**src/rtl/VX_gpu_pkg.sv**
```systemverilog
// Shared types for the DOT8 commit gather: FSM state and the captured instruction header.
package VX_gpu_pkg;

  localparam int GATHER_NUM_LANES   = 2;
  localparam int GATHER_NUM_THREADS = 8;
  localparam int GATHER_XLEN        = 32;
  localparam int GATHER_NW_WIDTH    = 2;
  localparam int GATHER_UUID_WIDTH  = 44;
  localparam int GATHER_NR_BITS     = 6;

  typedef enum logic [1:0] {
    ST_IDLE   = 2'd0,
    ST_GATHER = 2'd1,
    ST_FULL   = 2'd2
  } gather_state_t;

  // Header fields are sized from the package constants above.
  typedef struct packed {
    logic [GATHER_UUID_WIDTH-1:0] uuid;
    logic [GATHER_NW_WIDTH-1:0]   wid;
    logic [GATHER_XLEN-1:0]       pc;
    logic [GATHER_NR_BITS-1:0]    rd;
    logic                         wb;
  } gather_hdr_t;

endpackage

```
**src/rtl/vx_gather_slot_buf.sv**
```systemverilog
// Per-packet-slot data/mask storage for a full warp; a slot write beats the clear
// so a new instruction's first packet lands in an otherwise emptied buffer.
module vx_gather_slot_buf #(
  parameter int NUM_PKTS  = 4,
  parameter int NUM_LANES = 2,
  parameter int XLEN      = 32,
  parameter int PID_WIDTH = 2
) (
  input  logic                            clk,
  input  logic                            rst_n,
  input  logic                            clr,
  input  logic                            wr_en,
  input  logic [PID_WIDTH-1:0]            wr_pid,
  input  logic [NUM_LANES-1:0]            wr_tmask,
  input  logic [NUM_LANES*XLEN-1:0]       wr_data,
  output logic [NUM_PKTS*NUM_LANES-1:0]   tmask,
  output logic [NUM_PKTS*NUM_LANES*XLEN-1:0] data
);

  logic [NUM_PKTS-1:0] slot_we;

  always_comb begin
    slot_we = '0;
    for (int p = 0; p < NUM_PKTS; p++) begin
      slot_we[p] = wr_en && (wr_pid == PID_WIDTH'(p));
    end
  end

  always_ff @(posedge clk or negedge rst_n) begin
    if (!rst_n) begin
      tmask <= '0;
      data  <= '0;
    end else begin
      for (int p = 0; p < NUM_PKTS; p++) begin
        if (slot_we[p]) begin
          tmask[p*NUM_LANES +: NUM_LANES]           <= wr_tmask;
          data[p*NUM_LANES*XLEN +: NUM_LANES*XLEN] <= wr_data;
        end else if (clr) begin
          tmask[p*NUM_LANES +: NUM_LANES]           <= '0;
          data[p*NUM_LANES*XLEN +: NUM_LANES*XLEN] <= '0;
        end
      end
    end
  end

endmodule

```
**src/rtl/vx_dot8_commit_gather.sv**
```systemverilog
// Reassembles pid/sop/eop framed DOT8 result packets into one full-warp commit.
// Handshake: a beat transfers on a clock edge where valid & ready are both high; valid never drops before that.
module vx_dot8_commit_gather
  import VX_gpu_pkg::*;
#(
  parameter int NUM_LANES   = GATHER_NUM_LANES,
  parameter int NUM_THREADS = GATHER_NUM_THREADS,
  parameter int XLEN        = GATHER_XLEN,
  parameter int NW_WIDTH    = GATHER_NW_WIDTH,
  parameter int UUID_WIDTH  = GATHER_UUID_WIDTH,
  parameter int NR_BITS     = GATHER_NR_BITS,
  localparam int NUM_PKTS   = NUM_THREADS / NUM_LANES,
  localparam int PID_WIDTH  = (NUM_PKTS > 1) ? $clog2(NUM_PKTS) : 1
) (
  input  logic                        clk,
  input  logic                        reset,
  input  logic                        in_valid,
  output logic                        in_ready,
  input  logic [UUID_WIDTH-1:0]       in_uuid,
  input  logic [NW_WIDTH-1:0]         in_wid,
  input  logic [XLEN-1:0]             in_PC,
  input  logic [NR_BITS-1:0]          in_rd,
  input  logic                        in_wb,
  input  logic [NUM_LANES-1:0]        in_tmask,
  input  logic [PID_WIDTH-1:0]        in_pid,
  input  logic                        in_sop,
  input  logic                        in_eop,
  input  logic [NUM_LANES*XLEN-1:0]   in_data,
  output logic                        out_valid,
  input  logic                        out_ready,
  output logic [UUID_WIDTH-1:0]       out_uuid,
  output logic [NW_WIDTH-1:0]         out_wid,
  output logic [XLEN-1:0]             out_PC,
  output logic [NR_BITS-1:0]          out_rd,
  output logic                        out_wb,
  output logic [NUM_THREADS-1:0]      out_tmask,
  output logic [NUM_THREADS*XLEN-1:0] out_data,
  output logic                        err,
  output gather_state_t               dbg_state
);

  gather_state_t       state_q;
  gather_hdr_t         hdr_q;
  logic [NUM_PKTS-1:0] seen_q;
  logic [NUM_PKTS-1:0] pid_oh;
  logic                accept;
  logic                start;
  logic                cont;

  always_comb begin
    pid_oh = '0;
    for (int p = 0; p < NUM_PKTS; p++) begin
      pid_oh[p] = (in_pid == PID_WIDTH'(p));
    end
  end

  assign in_ready = (state_q != ST_FULL) | out_ready;
  assign accept   = in_valid & in_ready;
  // A sop always (re)starts a warp; a FULL warp leaving this cycle frees the buffer.
  assign start    = accept & in_sop;
  assign cont     = accept & ~in_sop & (state_q == ST_GATHER) & (in_wid == hdr_q.wid);

  always_ff @(posedge clk or negedge reset) begin
    if (!reset) begin
      state_q <= ST_IDLE;
      hdr_q   <= '0;
      seen_q  <= '0;
      err     <= 1'b0;
    end else begin
      if (start) begin
        hdr_q   <= '{uuid: in_uuid, wid: in_wid, pc: in_PC, rd: in_rd, wb: in_wb};
        seen_q  <= pid_oh;
        state_q <= in_eop ? ST_FULL : ST_GATHER;
        if (state_q == ST_GATHER) err <= 1'b1;
      end else if (cont) begin
        seen_q <= seen_q | pid_oh;
        if (|(seen_q & pid_oh)) err <= 1'b1;
        if (in_eop) state_q <= ST_FULL;
      end else begin
        // Any other accepted packet is dropped: no sop outside a gather, or wrong warp.
        if (accept) err <= 1'b1;
        if (state_q == ST_FULL && out_ready) state_q <= ST_IDLE;
      end
    end
  end

  vx_gather_slot_buf #(
    .NUM_PKTS (NUM_PKTS),
    .NUM_LANES(NUM_LANES),
    .XLEN     (XLEN),
    .PID_WIDTH(PID_WIDTH)
  ) u_slot_buf (
    .clk     (clk),
    .rst_n   (reset),
    .clr     (start),
    .wr_en   (start | cont),
    .wr_pid  (in_pid),
    .wr_tmask(in_tmask),
    .wr_data (in_data),
    .tmask   (out_tmask),
    .data    (out_data)
  );

  assign out_valid = (state_q == ST_FULL);
  assign out_uuid  = hdr_q.uuid;
  assign out_wid   = hdr_q.wid;
  assign out_PC    = hdr_q.pc;
  assign out_rd    = hdr_q.rd;
  assign out_wb    = hdr_q.wb;
  assign dbg_state = state_q;

endmodule

```
**config.mk**
```make
export PLATFORM = sky130hd
export DESIGN_NAME = vx_dot8_commit_gather
export DESIGN_NICKNAME = d
export VERILOG_FILES = /design/src/rtl/VX_gpu_pkg.sv /design/src/rtl/vx_gather_slot_buf.sv /design/src/rtl/vx_dot8_commit_gather.sv
export SDC_FILE = /design/constraint.sdc
export NUM_CORES = 1
export LEC_CHECK = 0
export ABC_AREA = 1
export CAP_MARGIN = 10
export CORE_AREA = 2 2 200 202
export DETAILED_ROUTE_END_ITERATION = 8
export DIE_AREA = 0 0 202 204
export PLACE_DENSITY_LB_ADDON = 0.1
export REMOVE_ABC_BUFFERS = 1
export SLEW_MARGIN = 0
export SYNTH_ARGS = -nofsm -noshare
export SYNTH_HDL_FRONTEND = slang
export SYNTH_HIERARCHICAL = 1
export SYNTH_SLANG_ARGS = --single-unit
```
**constraint.sdc**
```tcl
create_clock -name clk -period 2.7 [get_ports clk]
set_input_delay 0.54 -clock clk [delete_from_list [all_inputs] [get_ports clk]]
set_output_delay 0.54 -clock clk [all_outputs]
set_load 0.03 [all_outputs]
```
==> impl_metrics.py, run 1 <==
metrics = {
    "worst_setup_path": {
        "endpoint_kind": "output port",
        "regToRegStartpoint": "dbg_state[0]",
        "ff2ff_setup_slack_ps": 860,
        "path_class": "reg2out",
        "cp.arrival_ps": 1900,
        "required_ps": 2160,
        "start_kind": "flip-flop",
        "reg2regPathDepth": 8,
        "worstReg2RegEnd": "u_slot_buf/data[23]",
        "path_max_fanout": 3,
    },
    "global_routing": {
        "antenna_found_initial": 2,
        "grt_pass1_vias": 13600,
        "grt_overflow": 0,
        "grt_pass1_wl_um": 84000,
        "grt_use_total_pct": 26.3,
        "grt_max_degree": 93,
    },
    "sta": {
        "max_freq_ghz": 0.409,
        "final_max_slew_viol_count": 0,
        "timing.setup.tns_ps": 0,
        "tightest_slew_ps": 619,
        "relSlewSlack_pct": 58.7,
        "skew_ps": 6.83,
        "hold_viol": 0,
        "min_period_over_period_pct": 90.5,
        "rsz0062_at_grt": "no",
        "finalSetupViolCount": 0,
        "fin_hold_ws_ps": 444,
        "layout_setup_ws_ps": 258,
        "period_needed_ps": 2440,
    },
    "drt": {
        "wl_per_cell_um": 21.0,
        "finalWirelength_um": 55200,
        "drc": 0,
        "via_count": 14000,
        "antenna_left": 0,
        "drt_iter0_drc": 978,
        "vias_per_cell": 5.31,
        "firstDrtPassIters": 5,
    },
    "cells_and_area": {
        "fin_cells": 2629,
        "drive_above_1_share_pct": 6.23,
        "synthToLayoutAreaGrowth_pct": 47.4,
        "nNetsFinal": 2236,
    },
    "yosys": {
        "avgSynthCellArea_um2": 9.18,
        "synth_common_cells": "545 x nand2_1, 356 x dfrtp_1, 337 x nand3_1",
        "syn-cell-area_um2": 14900,
        "synth_most_common_cell": "nand2_1",
        "synth-main-ff-cell": "dfrtp_1",
        "synth_area_leaders": "dfrtp_1 60%, nand2_1 14%, nand3_1 11%",
        "synthCells": 1625,
        "synth-seq-area-share_pct": 59.7,
        "synth_cell_type_count": 17,
        "synthArstFlopShare_pct": 100,
        "synth_enable_flop_cells": 0,
        "yosys_warnings": 6,
        "yosysTopAreaCell": "dfrtp_1",
        "netlist.area_leader.share_pct": 59.7,
        "ys_ff_latch": 356,
    },
    "floorplan": {
        "start_util_pct": 38.1,
        "core_area_um2": 39200,
        "die_h_um": 204,
        "boundaryPins": 513,
        "rows": 73,
        "die_area_um2": 41200,
        "die_w_um": 202,
    },
    "min_path": {
        "min_path_type": "in2reg",
        "hold-path-cell-count": 3,
        "holdCritStartpoint": "in_pid[0]",
        "whs_endpoint": "u_slot_buf/tmask[6]",
    },
    "clock_network": {
        "cts_inserted_buffers": 40,
        "cts_sinks": 356,
        "clk_latency_ps": 540,
        "cts_tree": "built",
        "post_cts_buffers": 0,
        "clkTransAtPathRegs_ps": 60,
        "htreeDepth": 2,
        "cts-root-buf": "clkbuf_16",
        "cts_buffer_depth": 3,
    },
    "placement": {
        "gp_congestion": 0.809,
        "post-place-ws_ps": 231,
        "hpwl_um": 36300,
        "port_buffers": 512,
        "dp_cells": 2559,
    },
    "pwr": {
        "power_density_nw_per_um2": 752,
        "finalPower_mw": 16.5,
        "ir_worst_vdd_v": 0.000457,
        "p_leak_nw": 10.7,
    },
    "flow_run": {
        "drv_cap": 0,
    },
    "run_status": {
        "outcome": "finished, final reports clean",
    },
}
critical path, cell delays in order, from the launching register on:
cell and delay (ps):
dfrtp_1 420, inv_2 100, nor2_4 40, nand2_2 120, clkdlybuf4s50_1 680
cell families (layout without fill, tap and decap cells):
family	after synthesis	count (layout)	share of synthesized area (%)
compound gates	4	4	0.134
buf+inv	172	650	6.17
flops	356	356	59.7
other cells	0	1	0
simple gates	1093	1093	34.0
sequential cells by signal, summed over array words and instances (netlist names):
| signal | cells |
|---|---|
| u_slot_buf/data | 256 |
| out_uuid | 44 |
| out_PC | 32 |
| u_slot_buf/tmask | 8 |
| out_rd | 6 |
| seen_q | 4 |
| dbg_state | 2 |
| out_wid | 2 |
| err | 1 |
| out_wb | 1 |
metal layers:
| layer | vias to the layer above | routed length [um] | part of all wire (%) | global-route usage (%) |
|---|---|---|---|---|
| met5 | - | 13 | 0.024 | 0 |
| met3 | 60 | 4990 | 9.0 | 6.79 |
| li1 | 6428 | - | - | - |
| met2 | 675 | 26700 | 48 | 42.5 |
| met4 | 2 | 992 | 1.8 | 6.59 |
| met1 | 6794 | 22500 | 41 | 35.3 |
cell usage in the layout, fill, tap and decap left out, types with 2 or more instances in the layout:
| cell type | n |
|---|---|
| nor2_1 | 4 |
| clkbuf_16 | 41 |
| dfrtp_1 | 356 |
| nand3_1 | 336 |
| clkinv_2 | 8 |
| inv_2 | 4 |
| clkbuf_8 | 6 |
| buf_12 | 27 |
| clkbuf_1 | 8 |
| nand3_4 | 4 |
| nand4_1 | 200 |
| nor2_4 | 2 |
| buf_4 | 29 |
| bufinv_16 | 5 |
| nand2_1 | 544 |
| clkdlybuf4s50_1 | 509 |
| o21ai_0 | 3 |
| inv_1 | 10 |
| nand2_2 | 2 |
repair_timing:
item                      4_1_cts  5_1_grt
hold endpoints to repair       21        0
resized for setup               0        0
hold buffers                    1        0
metrics by stage:
stage               cell area [um2]  util (%)
floorplan                     14000         -
global placement              20600      52.7
detailed placement            20600      52.7
CTS                           22000      56.1
global route                  22000      56.1
finish                        22000      56.1
worst max path at each step:
stage / end / cells after the start / slack, ps / start
after floorplan: u_slot_buf/data[128] / 7 / -4660 / dbg_state[0]
after global placement: u_slot_buf/data[94] / 10 / 240 / in_sop
after detailed placement: u_slot_buf/data[126] / 10 / 230 / in_sop
after CTS: in_ready / 4 / 230 / dbg_state[1]
final: in_ready / 4 / 260 / dbg_state[1]
after global routing: in_ready / 3 / 210 / dbg_state[0]
final cells by class:
cell class	count	area, um2
tap	525	657
clock buffer	55	1140
sequential	356	8910
inverter	15	63.8
antenna	1	2.50
fill	3497	17200
timing repair buffer	567	5880
multi-input combinational	1097	5130
clock inverter	13	190
report_power, final:
part	total, mW	switching [mW]	internal, mW	leakage, nW
registers	6.40	0.417	5.99	4.72
logic	4.54	2.80	1.75	5.36
clock network	5.57	2.16	3.41	0.660
(Power assumes the default switching activity.)
==> run 2: changes to the inputs <==
PLACE_DENSITY = 0.71   (was not set)
PLACE_DENSITY_LB_ADDON = not set   (was 0.1)
==> impl_metrics.py, run 2 (same netlist as run 1, synthesis figures left out) <==
metrics = {
    "sta": {
        "period_needed_ps": 2470,
        "final_max_slew_viol_count": 0,
        "skew_ps": 7.81,
        "min_period_over_period_pct": 91.6,
        "max_freq_ghz": 0.404,
        "tightest_slew_ps": 659,
        "relSlewSlack_pct": 56.1,
        "hold_viol": 0,
        "rsz0062_at_grt": "no",
        "timing.setup.tns_ps": 0,
        "finalSetupViolCount": 0,
    },
    "clock_network": {
        "cts-resized-gates": 0,
        "clkTransAtPathRegs_ps": 60,
        "cts_inserted_buffers": 39,
        "clk_latency_ps": 540,
        "cts_tree": "built",
        "cts_sinks": 356,
        "cts-root-buf": "clkbuf_16",
        "htreeDepth": 2,
        "cts_buffer_depth": 3,
    },
    "placement": {
        "gp_congestion": 0.855,
        "hpwl_um": 36400,
        "dpl_cell_area_um2": 20600,
        "dp_cells": 2553,
        "port_buffers": 512,
    },
    "global_routing": {
        "grt_overflow": 0,
        "grt_use_total_pct": 26.5,
        "grt_pass1_vias": 14300,
        "grt_max_degree": 114,
        "grt_pass1_wl_um": 85100,
        "antenna_found_initial": 0,
    },
    "min_path": {
        "min_path_type": "in2reg",
    },
    "worst_setup_path": {
        "endpoint_kind": "output port",
        "cp.arrival_ps": 1930,
        "path_class": "reg2out",
        "path_max_fanout": 3,
        "required_ps": 2160,
        "start_kind": "flip-flop",
    },
    "floorplan": {
        "die_area_um2": 41200,
        "die_w_um": 202,
        "boundaryPins": 513,
        "rows": 73,
        "core_area_um2": 39200,
        "die_h_um": 204,
        "start_util_pct": 38.1,
    },
    "pwr": {
        "p_comb_share_pct": 27.7,
        "switching_share_pct": 33.2,
        "p_int_mw": 10.9,
        "ir_worst_vdd_v": 0.000560,
        "power_density_nw_per_um2": 745,
        "p_switching_mw": 5.39,
        "seqPwrFrac_pct": 39.6,
        "finalPower_mw": 16.3,
        "p_leak_nw": 10.7,
        "power.share.clock_pct": 32.6,
    },
    "drt": {
        "wl_per_cell_um": 21.0,
        "vias_per_cell": 5.49,
        "antenna_left": 0,
        "firstDrtPassIters": 8,
        "via_count": 14400,
        "drc": 0,
        "drt_iter0_drc": 1174,
        "finalWirelength_um": 55100,
    },
    "run_status": {
        "outcome": "finished, final reports clean",
    },
    "cells_and_area": {
        "nNetsFinal": 2229,
        "diodes": 0,
        "top_register": "u_slot_buf/data",
        "layout_common_cells": "544 x nand2_1, 509 x clkdlybuf4s50_1, 356 x dfrtp_1",
        "synthToLayoutAreaGrowth_pct": 46.4,
        "drive_above_1_share_pct": 5.88,
        "largest_reg_flops": 256,
        "finalInstanceArea_um2": 21800,
        "layout_commonest_cell": "nand2_1",
        "fin_cells": 2618,
    },
    "flow_run": {
        "drv_cap": 0,
    },
}
==> run 2: cell count changes in the layout (fill, tap and decap cells not counted) <==
cell | before | now
buf_12 | 27 | 25
clkbuf_1 | 8 | 6
buf_4 | 29 | 25
clkinvlp_4 | 0 | 2
bufinv_16 | 5 | 2
inv_6 | 0 | 1
clkinv_2 | 8 | 5
clkbuf_8 | 6 | 7
diode_2 | 1 | 0
==> run 2: cell type report <==
| class | count | area [um2] |
|---|---|---|
| Fill cell | 3486 | 17400 |
| Sequential cell | 356 | 8910 |
| Timing Repair Buffer | 561 | 5810 |
| Multi-Input combinational cell | 1097 | 5130 |
| Clock buffer | 54 | 1140 |
| Tap cell | 525 | 657 |
| Clock inverter | 10 | 109 |
| Inverter | 15 | 63.8 |
==> run 2: critical path: stages (launching register included) <==
cell and delay [ps]:
dfrtp_1 410, inv_2 110, nor2_4 50, nand2_2 100, clkdlybuf4s50_1 720
==> run 2: power by group through the flow <==
stage	registers (mW)	logic (mW)	clock network, mW
2_1_floorplan	7.71	0.875	0
3_3_place_gp	6.50	4.48	0
3_5_place_dp	6.51	4.52	0
4_1_cts	6.44	4.53	5.40
5_1_grt	6.51	4.77	5.60
6_report	6.44	4.51	5.31
==> run 2: path summary, 6_finish.rpt <==
check,cells after the start,startpoint,slack [ps],endpoint
setup / recovery,4,dbg_state[1],230,in_ready
hold / removal,3,in_pid[0],360,u_slot_buf/data[84]
setup reg to reg,9,out_wid[1],710,u_slot_buf/data[78]
hold reg to reg,2,out_uuid[33],480,out_uuid[33]
max in group asynchronous,3,reset,1280,out_PC[28]
min in group asynchronous,2,reset,580,u_slot_buf/data[239]
==> run 2: through the flow <==
| step | setup WS, ps | hold slack (ps) | util (%) |
|---|---|---|---|
| 2_1_floorplan | -4660 | 244 | - |
| 3_3_place_gp | 180 | 459 | 52.5 |
| 3_5_place_dp | 158 | 465 | 52.5 |
| 4_1_cts | 203 | 338 | 55.7 |
| 5_1_grt | 145 | 348 | 55.7 |
| 6_report | 226 | 365 | 55.7 |
==> run 2: what timing repair did <==
item,4_1_cts,5_1_grt
endpoints found under the hold margin,24,0
buffers inserted,0,0
hold buffers,1,0
==> run 2: routing by layer <==
layer	up-vias	track usage, %	share of wire, %
li1	6414	-	-
met1	6969	32.8	37
met2	868	43.5	48
met3	127	7.81	11
met4	0	11.0	4.3
met5	-	0	0
==> run 3: changes to the inputs <==
CORE_AREA = not set   (was 2 2 200 202)
CORE_MARGIN = 1.5   (was not set)
CORE_UTILIZATION = 24   (was not set)
CTS_CLUSTER_SIZE = 28   (was not set)
DIE_AREA = not set   (was 0 0 202 204)
PLACE_DENSITY = 0.5   (was 0.71)
==> impl_metrics.py, run 3 (same netlist as run 1, synthesis figures left out) <==
metrics = {
    "sta": {
        "hold_viol": 0,
        "rsz0062_at_grt": "no",
        "final_max_slew_viol_count": 0,
        "max_freq_ghz": 0.413,
        "tightest_slew_ps": 755,
        "finalSetupViolCount": 0,
        "min_period_over_period_pct": 89.6,
        "period_needed_ps": 2420,
        "fin_hold_ws_ps": 0.290,
        "skew_ps": 10.7,
        "relSlewSlack_pct": 49.7,
    },
    "global_routing": {
        "grt_pass1_vias": 14200,
        "grt_overflow": 0,
        "grt_use_total_pct": 18.2,
        "grt_max_degree": 102,
        "grt_pass1_wl_um": 89300,
        "antenna_found_initial": 2,
    },
    "placement": {
        "gp_congestion": 0.812,
        "dpl_cell_area_um2": 21100,
        "hpwl_um": 38900,
        "port_buffers": 512,
    },
    "cells_and_area": {
        "top_register": "u_slot_buf/data",
        "layout_common_cells": "544 x nand2_1, 509 x clkdlybuf4s50_1, 356 x dfrtp_1",
        "finalInstanceArea_um2": 22500,
        "fillers": 6269,
        "drive_above_1_share_pct": 6.84,
        "synthToLayoutAreaGrowth_pct": 50.8,
        "regArea_um2": 8910,
        "multi_input_area_um2": 5140,
        "largest_reg_flops": 256,
        "layout_commonest_cell": "nand2_1",
        "nNetsFinal": 2248,
    },
    "pwr": {
        "p_leak_nw": 10.8,
        "finalPower_mw": 16.9,
        "p_comb_share_pct": 26.9,
        "p_switching_mw": 5.53,
        "seqPwrFrac_pct": 38.1,
        "p_int_mw": 11.3,
        "power_density_nw_per_um2": 749,
        "ir_worst_vdd_v": 0.000400,
        "power.share.clock_pct": 35.0,
        "switching_share_pct": 32.8,
    },
    "drt": {
        "wl_per_cell_um": 20.0,
        "firstDrtPassIters": 5,
        "finalWirelength_um": 59200,
        "vias_per_cell": 4.78,
        "drt_iter0_drc": 985,
        "drc": 0,
        "via_count": 14100,
        "antenna_left": 0,
    },
    "floorplan": {
        "rows": 91,
        "die_area_um2": 63600,
        "start_util_pct": 24.2,
        "boundaryPins": 513,
        "core_area_um2": 61600,
        "die_w_um": 252,
        "die_h_um": 252,
    },
    "clock_network": {
        "cts_sinks": 356,
        "cts_inserted_buffers": 43,
        "clkTransAtPathRegs_ps": 60,
        "cts-resized-gates": 0,
        "cts-root-buf": "clkbuf_16",
        "cts_hold_buf": 0,
        "cts_tree": "built",
        "htreeDepth": 2,
        "post_cts_buffers": 0,
        "cts_buffer_depth": 3,
        "clk_latency_ps": 560,
    },
    "worst_setup_path": {
        "critPathBufInv": 2,
        "path_class": "reg2out",
        "cp.arrival_ps": 1880,
        "crit_chain": "inv_2 -> nor2_4 -> nand2_2 -> clkdlybuf4s50_1",
        "cp_slowest_cell": "clkdlybuf4s50_1",
        "cp_top_family": "buffers and inverters",
        "endpoint_kind": "output port",
        "start_kind": "flip-flop",
        "required_ps": 2160,
        "max_stage_delay_ps": 680,
        "path_max_fanout": 3,
    },
    "min_path": {
        "min_path_type": "in2async",
    },
    "flow_run": {
        "drv_cap": 0,
    },
    "run_status": {
        "outcome": "finished, final reports clean",
    },
}
[run 3: final cells by class]
class                           instances  share of cell area, %
Antenna cell                            1                 0.0111
Clock buffer                           70                   6.00
Clock inverter                          6                  0.373
Inverter                               15                  0.289
Multi-Input combinational cell       1097                   22.9
Sequential cell                       356                   39.6
Tap cell                              837                   4.66
Timing Repair Buffer                  576                   26.2
[run 3: per-stage QoR]
stage | utilization, % | setup TNS (ps) | cells | setup slack (ps)
global route | 36.5 | 0 | 2957 | 207
CTS | 36.5 | 0 | 2957 | 222
global placement | 34.2 | 0 | 2881 | 213
finish | 36.5 | 0 | 2958 | 281
floorplan | - | -1210130 | 1468 | -4660
detailed placement | 34.2 | 0 | 2881 | 179
[run 3: power groups by stage]
stage | combinational [mW] | clock (mW) | sequential [mW]
after global routing | 4.82 | 6.27 | 6.50
after floorplan | 0.875 | 0 | 7.71
final | 4.54 | 5.89 | 6.42
after CTS | 4.59 | 6.07 | 6.43
after global placement | 4.56 | 0 | 6.50
after detailed placement | 4.58 | 0 | 6.50
[run 3: worst paths after layout]
kind	startpoint	slack, ps	endpoint	depth (start not counted)
min in group clk	in_pid[1]	400	u_slot_buf/data[194]	3
max reg2reg	dbg_state[0]	810	u_slot_buf/data[202]	8
max	dbg_state[1]	280	in_ready	4
min reg2reg	out_PC[21]	480	out_PC[21]	2
min	reset	0.3	u_slot_buf/data[25]	1
max in group asynchronous	reset	1900	out_PC[3]	2
[run 3: routing by layer]
metal	routed length (um)	global-route usage (%)	share of wire [%]	up-vias
met5	0	0	0	-
met4	1700	5.90	2.9	0
met3	4910	4.84	8.3	81
met2	27400	29.1	46	654
met1	25200	23.9	43	6926
li1	-	-	-	6468
[run 3: worst register-to-register path, delay by kind of cell (launching register included)]
kind	cells	cell delay, ps
buffers and inverters	3	760
DFF	1	440
and+or+nand+nor	5	610
